File: src/rtl/mips_ctrl_pkg.sv
// Shared definitions for the multi-cycle MIPS-subset control unit.
// Holds opcode/funct constants, the FSM state enum, the datapath mux
// encodings, the registered control-vector struct and the DECODE dispatch
// helper.
package mips_ctrl_pkg;

    localparam logic [5:0] OP_RTYPE = 6'h00;
    localparam logic [5:0] OP_J     = 6'h02;
    localparam logic [5:0] OP_JAL   = 6'h03;
    localparam logic [5:0] OP_BEQ   = 6'h04;
    localparam logic [5:0] OP_BNE   = 6'h05;
    localparam logic [5:0] OP_ADDI  = 6'h08;
    localparam logic [5:0] OP_XORI  = 6'h0E;
    localparam logic [5:0] OP_LW    = 6'h23;
    localparam logic [5:0] OP_SW    = 6'h2B;

    localparam logic [5:0] FN_JR    = 6'h08;
    localparam logic [5:0] FN_ADD   = 6'h20;
    localparam logic [5:0] FN_SUB   = 6'h22;
    localparam logic [5:0] FN_SLT   = 6'h2A;

    typedef enum logic [3:0] {
        S_IDLE, S_FETCH, S_DECODE, S_EXEC_R, S_R_WB, S_EXEC_I, S_I_WB,
        S_MEM_ADDR, S_MEM_RD, S_LW_WB, S_MEM_WR, S_BRANCH, S_JUMP,
        S_JUMP_R, S_JAL, S_TRAP
    } state_e;

    typedef enum logic [2:0] {
        ALU_ADD = 3'd0, ALU_SUB = 3'd1, ALU_XOR = 3'd2, ALU_SLT = 3'd3
    } alu_op_e;

    typedef enum logic [1:0] {
        PC_ALU = 2'd0, PC_BRANCH = 2'd1, PC_JUMP = 2'd2, PC_RS = 2'd3
    } pc_src_e;

    typedef enum logic [1:0] {
        B_RT = 2'd0, B_FOUR = 2'd1, B_IMM = 2'd2, B_IMM_SH2 = 2'd3
    } alu_b_e;

    typedef enum logic [1:0] {
        DST_RT = 2'd0, DST_RD = 2'd1, DST_R31 = 2'd2
    } reg_dst_e;

    typedef enum logic [1:0] {
        WB_ALU = 2'd0, WB_MDR = 2'd1, WB_PC = 2'd2
    } mem_to_reg_e;

    // Registered portion of the control outputs. IR load and the
    // FETCH/BRANCH PC loads depend on same-cycle mem_ready/zero and are
    // qualified outside this vector.
    typedef struct packed {
        logic        mem_req;
        logic        mem_we;
        logic        iord;
        logic        pc_write;
        pc_src_e     pc_src;
        logic        alu_src_a;
        alu_b_e      alu_src_b;
        alu_op_e     alu_op;
        logic        reg_write;
        reg_dst_e    reg_dst;
        mem_to_reg_e mem_to_reg;
        logic        busy;
        logic        trap;
    } ctrl_t;

    // DECODE dispatch: anything not recognised lands in TRAP.
    function automatic state_e decode_target(input logic [5:0] op,
                                             input logic [5:0] funct);
        state_e ns;
        ns = S_TRAP;
        case (op)
            OP_RTYPE: begin
                if (funct == FN_ADD || funct == FN_SUB || funct == FN_SLT)
                    ns = S_EXEC_R;
                else if (funct == FN_JR)
                    ns = S_JUMP_R;
            end
            OP_LW, OP_SW:     ns = S_MEM_ADDR;
            OP_ADDI, OP_XORI: ns = S_EXEC_I;
            OP_BEQ, OP_BNE:   ns = S_BRANCH;
            OP_J:             ns = S_JUMP;
            OP_JAL:           ns = S_JAL;
            default:          ns = S_TRAP;
        endcase
        return ns;
    endfunction

endpackage

File: src/rtl/ctrl_outputs_lut.sv
// Pure combinational map from the FSM's next state (plus op/funct for the
// ALU operation) to the control vector that the FSM registers.
//   next_state_i : state being entered at the coming edge
//   op_i/funct_i : IR fields
//   ctrl_o       : control vector for that state
module ctrl_outputs_lut
    import mips_ctrl_pkg::*;
(
    input  state_e     next_state_i,
    input  logic [5:0] op_i,
    input  logic [5:0] funct_i,
    output ctrl_t      ctrl_o
);

    always_comb begin
        ctrl_o      = '0;
        ctrl_o.busy = (next_state_i != S_IDLE) && (next_state_i != S_TRAP);
        case (next_state_i)
            S_FETCH: begin
                ctrl_o.mem_req   = 1'b1;
                ctrl_o.alu_src_b = B_FOUR;
                ctrl_o.alu_op    = ALU_ADD;
            end
            S_DECODE: begin
                // branch target precomputed into ALUOut
                ctrl_o.alu_src_b = B_IMM_SH2;
                ctrl_o.alu_op    = ALU_ADD;
            end
            S_EXEC_R: begin
                ctrl_o.alu_src_a = 1'b1;
                ctrl_o.alu_src_b = B_RT;
                ctrl_o.alu_op    = (funct_i == FN_SUB) ? ALU_SUB :
                                   (funct_i == FN_SLT) ? ALU_SLT : ALU_ADD;
            end
            S_R_WB: begin
                ctrl_o.reg_write = 1'b1;
                ctrl_o.reg_dst   = DST_RD;
            end
            S_EXEC_I: begin
                ctrl_o.alu_src_a = 1'b1;
                ctrl_o.alu_src_b = B_IMM;
                ctrl_o.alu_op    = (op_i == OP_XORI) ? ALU_XOR : ALU_ADD;
            end
            S_I_WB: begin
                ctrl_o.reg_write = 1'b1;
            end
            S_MEM_ADDR: begin
                ctrl_o.alu_src_a = 1'b1;
                ctrl_o.alu_src_b = B_IMM;
            end
            S_MEM_RD: begin
                ctrl_o.mem_req = 1'b1;
                ctrl_o.iord    = 1'b1;
            end
            S_LW_WB: begin
                ctrl_o.reg_write  = 1'b1;
                ctrl_o.mem_to_reg = WB_MDR;
            end
            S_MEM_WR: begin
                ctrl_o.mem_req = 1'b1;
                ctrl_o.mem_we  = 1'b1;
                ctrl_o.iord    = 1'b1;
            end
            S_BRANCH: begin
                ctrl_o.alu_src_a = 1'b1;
                ctrl_o.alu_src_b = B_RT;
                ctrl_o.alu_op    = ALU_SUB;
                ctrl_o.pc_src    = PC_BRANCH;
            end
            S_JUMP: begin
                ctrl_o.pc_write = 1'b1;
                ctrl_o.pc_src   = PC_JUMP;
            end
            S_JUMP_R: begin
                ctrl_o.pc_write = 1'b1;
                ctrl_o.pc_src   = PC_RS;
            end
            S_JAL: begin
                ctrl_o.reg_write  = 1'b1;
                ctrl_o.reg_dst    = DST_R31;
                ctrl_o.mem_to_reg = WB_PC;
                ctrl_o.pc_write   = 1'b1;
                ctrl_o.pc_src     = PC_JUMP;
            end
            S_TRAP: begin
                ctrl_o.trap = 1'b1;
            end
            default: ;
        endcase
    end

endmodule

File: src/rtl/multicycle_control.sv
// Multi-cycle sequencing FSM for the MIPS-subset datapath.
// Ports: clk/rst_n (async active-low), run, op/funct from the IR, ALU zero,
// mem_ready handshake; outputs are the per-cycle datapath strobes and mux
// selects, busy, sticky trap and the retired-instruction counter.
// Control outputs are registered from the next state so they line up with
// the state they belong to. The IR load and the FETCH/BRANCH PC loads are
// the exception: they must coincide with the cycle in which memory data or
// the ALU zero flag is actually present, so they are the registered state
// qualified by the live mem_ready/zero input.
module multicycle_control
    import mips_ctrl_pkg::*;
#(
    parameter int CNT_W = 32
) (
    input  logic             clk,
    input  logic             rst_n,
    input  logic             run,
    input  logic [5:0]       op,
    input  logic [5:0]       funct,
    input  logic             zero,
    input  logic             mem_ready,
    output logic             mem_req,
    output logic             mem_we,
    output logic             iord,
    output logic             ir_write,
    output logic             pc_write,
    output logic [1:0]       pc_src,
    output logic             alu_src_a,
    output logic [1:0]       alu_src_b,
    output logic [2:0]       alu_op,
    output logic             reg_write,
    output logic [1:0]       reg_dst,
    output logic [1:0]       mem_to_reg,
    output logic             busy,
    output logic             trap,
    output logic [CNT_W-1:0] retired
);

    state_e           state_q, state_d;
    ctrl_t            ctrl_q, ctrl_d;
    logic [CNT_W-1:0] retired_q;
    logic             retire;
    logic             fetch_done;
    logic             take_br;

    always_comb begin
        state_d = state_q;
        retire  = 1'b0;
        case (state_q)
            S_IDLE:     if (run) state_d = S_FETCH;
            S_FETCH:    if (mem_ready) state_d = S_DECODE;
            S_DECODE:   state_d = decode_target(op, funct);
            S_EXEC_R:   state_d = S_R_WB;
            S_EXEC_I:   state_d = S_I_WB;
            S_MEM_ADDR: state_d = (op == OP_LW) ? S_MEM_RD : S_MEM_WR;
            S_MEM_RD:   if (mem_ready) state_d = S_LW_WB;
            S_MEM_WR:   if (mem_ready) retire = 1'b1;
            S_R_WB, S_I_WB, S_LW_WB, S_BRANCH, S_JUMP, S_JUMP_R, S_JAL:
                        retire = 1'b1;
            S_TRAP:     state_d = S_TRAP;
            default:    state_d = S_IDLE;
        endcase
        // run is only consulted at instruction boundaries
        if (retire) state_d = run ? S_FETCH : S_IDLE;
    end

    ctrl_outputs_lut u_lut (
        .next_state_i (state_d),
        .op_i         (op),
        .funct_i      (funct),
        .ctrl_o       (ctrl_d)
    );

    always_ff @(posedge clk or negedge rst_n) begin
        if (!rst_n) begin
            state_q   <= S_IDLE;
            ctrl_q    <= '0;
            retired_q <= '0;
        end else begin
            state_q <= state_d;
            ctrl_q  <= ctrl_d;
            if (retire) retired_q <= retired_q + CNT_W'(1);
        end
    end

    assign fetch_done = (state_q == S_FETCH) && mem_ready;
    assign take_br    = (state_q == S_BRANCH) &&
                        (((op == OP_BEQ) && zero) || ((op == OP_BNE) && !zero));

    assign mem_req    = ctrl_q.mem_req;
    assign mem_we     = ctrl_q.mem_we;
    assign iord       = ctrl_q.iord;
    assign ir_write   = fetch_done;
    assign pc_write   = ctrl_q.pc_write | fetch_done | take_br;
    assign pc_src     = ctrl_q.pc_src;
    assign alu_src_a  = ctrl_q.alu_src_a;
    assign alu_src_b  = ctrl_q.alu_src_b;
    assign alu_op     = ctrl_q.alu_op;
    assign reg_write  = ctrl_q.reg_write;
    assign reg_dst    = ctrl_q.reg_dst;
    assign mem_to_reg = ctrl_q.mem_to_reg;
    assign busy       = ctrl_q.busy;
    assign trap       = ctrl_q.trap;
    assign retired    = retired_q;

endmodule
File: config.mk
export PLATFORM = sky130hd
export DESIGN_NAME = multicycle_control
export DESIGN_NICKNAME = d
export VERILOG_FILES = /design/src/rtl/mips_ctrl_pkg.sv /design/src/rtl/ctrl_outputs_lut.sv /design/src/rtl/multicycle_control.sv
export SDC_FILE = /design/constraint.sdc
export NUM_CORES = 1
export LEC_CHECK = 0
export CORE_AREA = 4 4 105 117
export DETAILED_ROUTE_END_ITERATION = 10
export DIE_AREA = 0 0 109 121
export PLACE_DENSITY = 0.54
export SYNTH_ARGS = -nofsm -noshare
export SYNTH_HDL_FRONTEND = slang
export SYNTH_SLANG_ARGS = --single-unit
File: constraint.sdc
create_clock -name clk -period 6.1 [get_ports clk]
set_clock_uncertainty 0.2 [all_clocks]
set_input_delay 1.22 -clock clk [delete_from_list [all_inputs] [get_ports clk]]
set_output_delay 1.22 -clock clk [all_outputs]
set_load 0.02 [all_outputs]
# Yosys cells after proc, flatten, opt, wreduce, memory -nomap -nowiden
# Cells that the tools add are included.
# op_classes
addsub	1
n_reduce_logical	23
n_bitwise	2
div	0
n_mul	0
n_eq_ne	43
muxes	27
magnitude_cmp	0
n_shift	0
# op_table
cell	n
== test 4 bit (second input constant)	16
adder 32 x 1 -> 32 bit (second input constant)	1
== test 4 x 3 -> 1 bit (second input constant)	8
one-hot mux 4 bit (8 select lines)	1
== test 6 bit (second input constant)	5
one-hot mux 4 bit (6 select lines)	1
two-way mux 4 bit	5
== test 6 x 4 -> 1 bit (second input constant)	3
== test 4 x 2 -> 1 bit (second input constant)	4
== test 6 x 2 -> 1 bit (second input constant)	2
== test 6 x 3 -> 1 bit (second input constant)	2
one-hot mux 2 bit (3 select lines)	2
OR reduction 2 bit	6
two-way mux 1 bit	9
one-hot mux 3 bit (3 select lines)	1
== test 4 x 1 -> 1 bit (second input constant)	2
two-way mux 2 bit	4
one-hot mux 2 bit (2 select lines)	2
OR reduction 4 bit	2
OR reduction 7 bit	1
zero test 6 bit	1
OR reduction 3 bit	2
logical AND 1 bit	5
zero test 4 bit	1
7 further kinds	10
# totals
n_memories	0
ff_bits	55
ram_bits	0
output_inout_bits	52
rom_bits	0
latch_bits	0

# Logic depth before layout (Yosys ltp)
# logic_depth
depth_word	10
mapped_depth	8

# By module
# From an unflattened synthesis, not the netlist that was laid out.
# unflattened
hier_cells	277
area_unflattened_um2	2817.7
# modules_own_cells
module	seq_area_each_um2	area_per_inst_um2	cells_per_inst	instances
multicycle_control	1376.3	2552.4	232	1
ctrl_outputs_lut	0.0	265.3	45	1

# Worst setup path after synthesis
# No wires, ideal clock.
# synth_path
kind	input to output
startpoint	in op[1]
endpoint	out pc_write
t_arrival_ns	2.158
setup_slack_ns	2.522
required_ns	4.680
cell_stages	4
cell_sequence	buf_6 > or4_1 > nor3_1 > or3_1
# synth_via
elab_chain_cells	5
word_cells_on_any_way	7
classes_between	eq/ne (2); bitwise (1); reduce/logical (4)
# synth_rtl
item	line	source
start: declaration	multicycle_control.sv:18	input logic [5:0] op,
== test 6 x 3 -> 1 bit	multicycle_control.sv:88	(((op == OP_BEQ) && zero) || ((op == OP_BNE) && !zero));
logical AND 1 bit	multicycle_control.sv:88	
logical OR 1 bit *	multicycle_control.sv:88	
logical AND 1 bit *	multicycle_control.sv:87	assign take_br = (state_q == S_BRANCH) &&
bitwise OR 1 bit *	multicycle_control.sv:94	assign pc_write = ctrl_q.pc_write | fetch_done | take_br;
end: declaration	multicycle_control.sv:26	output logic pc_write,
# Mark *: on every way between the ends. The rest lies on a longest branch, timed or not.

# Worst setup path in the final report
# layout_path
startpoint	in op[5]
endpoint	out pc_write
# Same word-level chain as after synthesis.

==> reports/metrics.csv <==
stage;metric;value;unit
critical_path;crit-reg2reg-launch;state_q[3];
place;gp_congestion;0.866;
sta;max-slew-margin-rel;0.466;
layout;layout-area-overhead-vs-synth;33.0;%
critical_path;worstReg2RegEnd;ctrl_q[15];
logic_synthesis;area_contributors_post_synth;sky130_fd_sc_hd__dfrtp_1 (49%), sky130_fd_sc_hd__xnor2_1 (8.0%), sky130_fd_sc_hd__nand3_1 (3.3%), sky130_fd_sc_hd__buf_4 (3.3%), sky130_fd_sc_hd__nand2_1 (3.0%);
layout;num_antenna_cells;0;
logic_synthesis;ys_dominant_reg_cell;sky130_fd_sc_hd__dfrtp_1;
layout;fillCellCount;1165;
global_route;grt_use_total;0.100;
clocking;cts.reportedPaths.clkPinSlew;0.07;ns
critical_path;setup.reg_to_reg.worst_slack;3.51;ns
logic_synthesis;synth_enable_flop_cells;0;
drt;detailroute.via_count;2134;
logic_synthesis;post_synth_xor_area_fraction;0.106;
power;irDropWorstVdd;0.117;mV
drt;drc;0;
logic_synthesis;synth_simple_gate_area_frac;0.232;
sta;number_of_max_slew_violations_in_the_final_report;0;
status;status;complete, no violations;
critical_path;worstSetupEndpointType;output pin;
critical_path;timing.critical_path.cells;clkdlybuf4s50_1 -> nor2_1 -> nand2_1 -> or4_1 -> nor3_1 -> or3_1 -> clkdlybuf4s50_1;
clocking;total_cts_buffers;5;
critical_path;timing.reg2reg.worst_path_depth;6;
logic_synthesis;synth-compound-area-share;0.0953;
logic_synthesis;post_synth_cell_types;50;
critical_path;worstPathRequired;4.68;ns
hold_path;min_delay_worst_endpoint;retired[31];
sta;setup_viol;0;
logic_synthesis;netlist.top_cell.by_area;sky130_fd_sc_hd__dfrtp_1;
floorplan;die_x;109;µm
global_route;gr-total-overflow;0;
logic_synthesis;synthTopCellsByCount;sky130_fd_sc_hd__dfrtp_1 (54), sky130_fd_sc_hd__xnor2_1 (25), sky130_fd_sc_hd__nand2_1 (22);
logic_synthesis;post_synth_instance_area;0.00273;mm²
critical_path;critPathMaxFanout;7;
floorplan;initial_utilization;0.243;
clocking;ctsHoldBuffers;0;
drt;final_antenna_net_count;0;
drt;totalWireLength;6350;µm
sta;finalCriticalPeriod;4.81;ns
power;power_per_cell_area;360;mW/mm²
logic_synthesis;syn-mean-instance-area;10.2;µm²
critical_path;cp_slowest_stage_delay;0.60;ns
power;total_power;1310;µW
clocking;ctsRootBufferMaster;sky130_fd_sc_hd__clkbuf_16;
logic_synthesis;yosys.area_share.adder;0.00458;
clocking;clkLatencyLatePin;0.29;ns
drt;post_dr_wirelength_cell;13.4;µm
logic_synthesis;yosys_register_bits;54;
sta;fin_crit_sh;0.788;
layout;area_of_the_multi_input_gates;0.00121;mm²
logic_synthesis;synthArstFlopShare;1.00;
place;hpwlAfterDp;4810;µm
clocking;htreeDepth;2;
global_route;via_count_of_the_first_global_routing_pass;2038;
floorplan;placeableCoreArea;0.0112;mm²
clocking;cts_tree;done;
sta;final_hold_violation_count;0;
floorplan;number_of_top_level_design_ports;69;
sta;max_slew.worst_pin.slew;0.801;ns
critical_path;cp_data_arrival_time;3.39;ns
global_route;global_route_wire_length_before_repair;10400;µm
global_route;grt_max_degree;55;
logic_synthesis;yosysTopAreaCellShare;0.495;
sta;fin_setup_tns;0;ns
hold_path;cell_depth_of_the_worst_min_delay_path;1;
layout;final_nets;341;
sta;grt_setup_unrepaired;false;
floorplan;die_h;121;µm
clocking;post_cts_resize_count;0;
critical_path;worstSetupStartpointType;input port;
logic_synthesis;postSynthCellCount;267;
drt;ratio_of_routed_vias_to_standard_cells;4.50;
logic_synthesis;yosysWarningCount;0;
clocking;clock_sink_count;54;
run;timing.max_cap.violations;0;
critical_path;worstSetupPathType;in2out;
layout;sequential_cell_area;0.00135;mm²
global_route;initial_antenna_violation_count;0;
hold_path;hold_path_class;reg2reg;
drt;drtIter0Drc;109;
layout;largest_register_ffs;32;
clocking;clock_tree.buffer_depth;2;
layout;layout-drive-gt1-share;0.0586;
logic_synthesis;synth_seq_area_share;0.495;
logic_synthesis;share_of_cell_area_taken_by_muxes_after_synthesis;0.00366;
logic_synthesis;yosysMostFrequentCell;sky130_fd_sc_hd__dfrtp_1;
floorplan;row_count;41;
sta;max_freq;208;MHz
logic_synthesis;synthesized_netlist_net_count;285;
logic_synthesis;synth_top_family_by_area;simple AND/OR/NAND/NOR gates;
power;total_leakage_power;0.00150;µW
place;io_buffers;67;
floorplan;die_area;0.0132;mm²
critical_path;worst_path_max_delay_cell;sky130_fd_sc_hd__clkdlybuf4s50_1;
clocking;cts_setup_buffers;0;
critical_path;path_common_cell;sky130_fd_sc_hd__clkdlybuf4s50_1;
drt;first_pass_iters;4;
hold_path;hp-start;retired[31];
-- through the flow --
step           instances  utilization  setup WS, ns  hold WS [ns]  instance area (µm²)
2_1_floorplan        267            -          2.52         0.382                 2730
6_report             474        0.323          1.29         0.278                 3630
5_1_grt              474        0.323          1.15         0.299                 3630
3_3_place_gp         466        0.309          1.32         0.265                 3470
3_5_place_dp         466        0.309          1.29         0.270                 3470
4_1_cts              474        0.323          1.29         0.284                 3630
-- cells in the final DEF (no fill, tap or decap), types with 2 or more instances in the layout --
master,n
sky130_fd_sc_hd__xor2_1,8
sky130_fd_sc_hd__buf_4,2
sky130_fd_sc_hd__o21ai_0,6
sky130_fd_sc_hd__nand2_1,22
sky130_fd_sc_hd__nor2_1,11
sky130_fd_sc_hd__clkdlybuf4s50_1,66
sky130_fd_sc_hd__or3_1,5
sky130_fd_sc_hd__inv_1,8
sky130_fd_sc_hd__clkbuf_16,5
sky130_fd_sc_hd__o31ai_1,2
sky130_fd_sc_hd__nor2b_1,5
sky130_fd_sc_hd__a31oi_1,2
sky130_fd_sc_hd__nand3_1,18
sky130_fd_sc_hd__a21o_1,2
sky130_fd_sc_hd__a21oi_1,4
sky130_fd_sc_hd__and2_1,5
sky130_fd_sc_hd__nor4_1,5
sky130_fd_sc_hd__nor3_1,9
sky130_fd_sc_hd__or4_1,4
sky130_fd_sc_hd__a31o_2,2
sky130_fd_sc_hd__xnor2_1,25
sky130_fd_sc_hd__inv_2,2
sky130_fd_sc_hd__nand4_1,9
sky130_fd_sc_hd__nand2b_1,6
sky130_fd_sc_hd__a211oi_1,4
sky130_fd_sc_hd__dfrtp_1,54
sky130_fd_sc_hd__and4_1,3
sky130_fd_sc_hd__and3_1,5
-- metal layers --
layer  vias up  share of wire  GRT usage  wire length, µm
met2        56           0.47      0.160             3010
li1       1052              -          -                -
met4         0          0.013     0.0355               83
met1      1020           0.46      0.133             2910
met5         -              0          0                0
met3         6          0.055     0.0218              348
-- cell families (layout without fill, tap and decap cells) --
logic type	after synthesis	in the layout
AO/OA/AOI/OAI	33	33
adder cells (fa/ha/maj)	1	1
multiplexers	1	1
buffers and inverters	30	87
XOR/XNOR	33	33
flip-flops	54	54
AND/OR/NAND/NOR	114	114
other	1	1
-- power by group --
group	internal (µW)	switching, µW	total (µW)
clock network	194	127	321
logic	212	279	491
registers	418	76.9	495
-- cell type report --
cell class / count / share of cell area
sequential: 54 / 0.372
multi-input combinational: 183 / 0.333
timing repair buffer: 69 / 0.187
tap: 150 / 0.0517
clock buffer: 6 / 0.0355
clock inverter: 2 / 0.0103
inverter: 10 / 0.0103
-- worst max path at each step --
stage	startpoint	to	slack [ns]	cells after the start
finish	op[5]	pc_write	1.29	7
global route	op[5]	pc_write	1.15	7
CTS	op[5]	pc_write	1.29	7
detailed placement	op[5]	pc_write	1.29	7
global placement	op[5]	pc_write	1.32	7
floorplan	op[1]	pc_write	2.52	4
-- worst max-delay path, delay by kind of cell --
family | cells | cell delay [ns]
AND/OR/NAND/NOR | 5 | 1.07
buffers and inverters | 2 | 1.10
No activity file was read; power rests on OpenSTA's default activity.
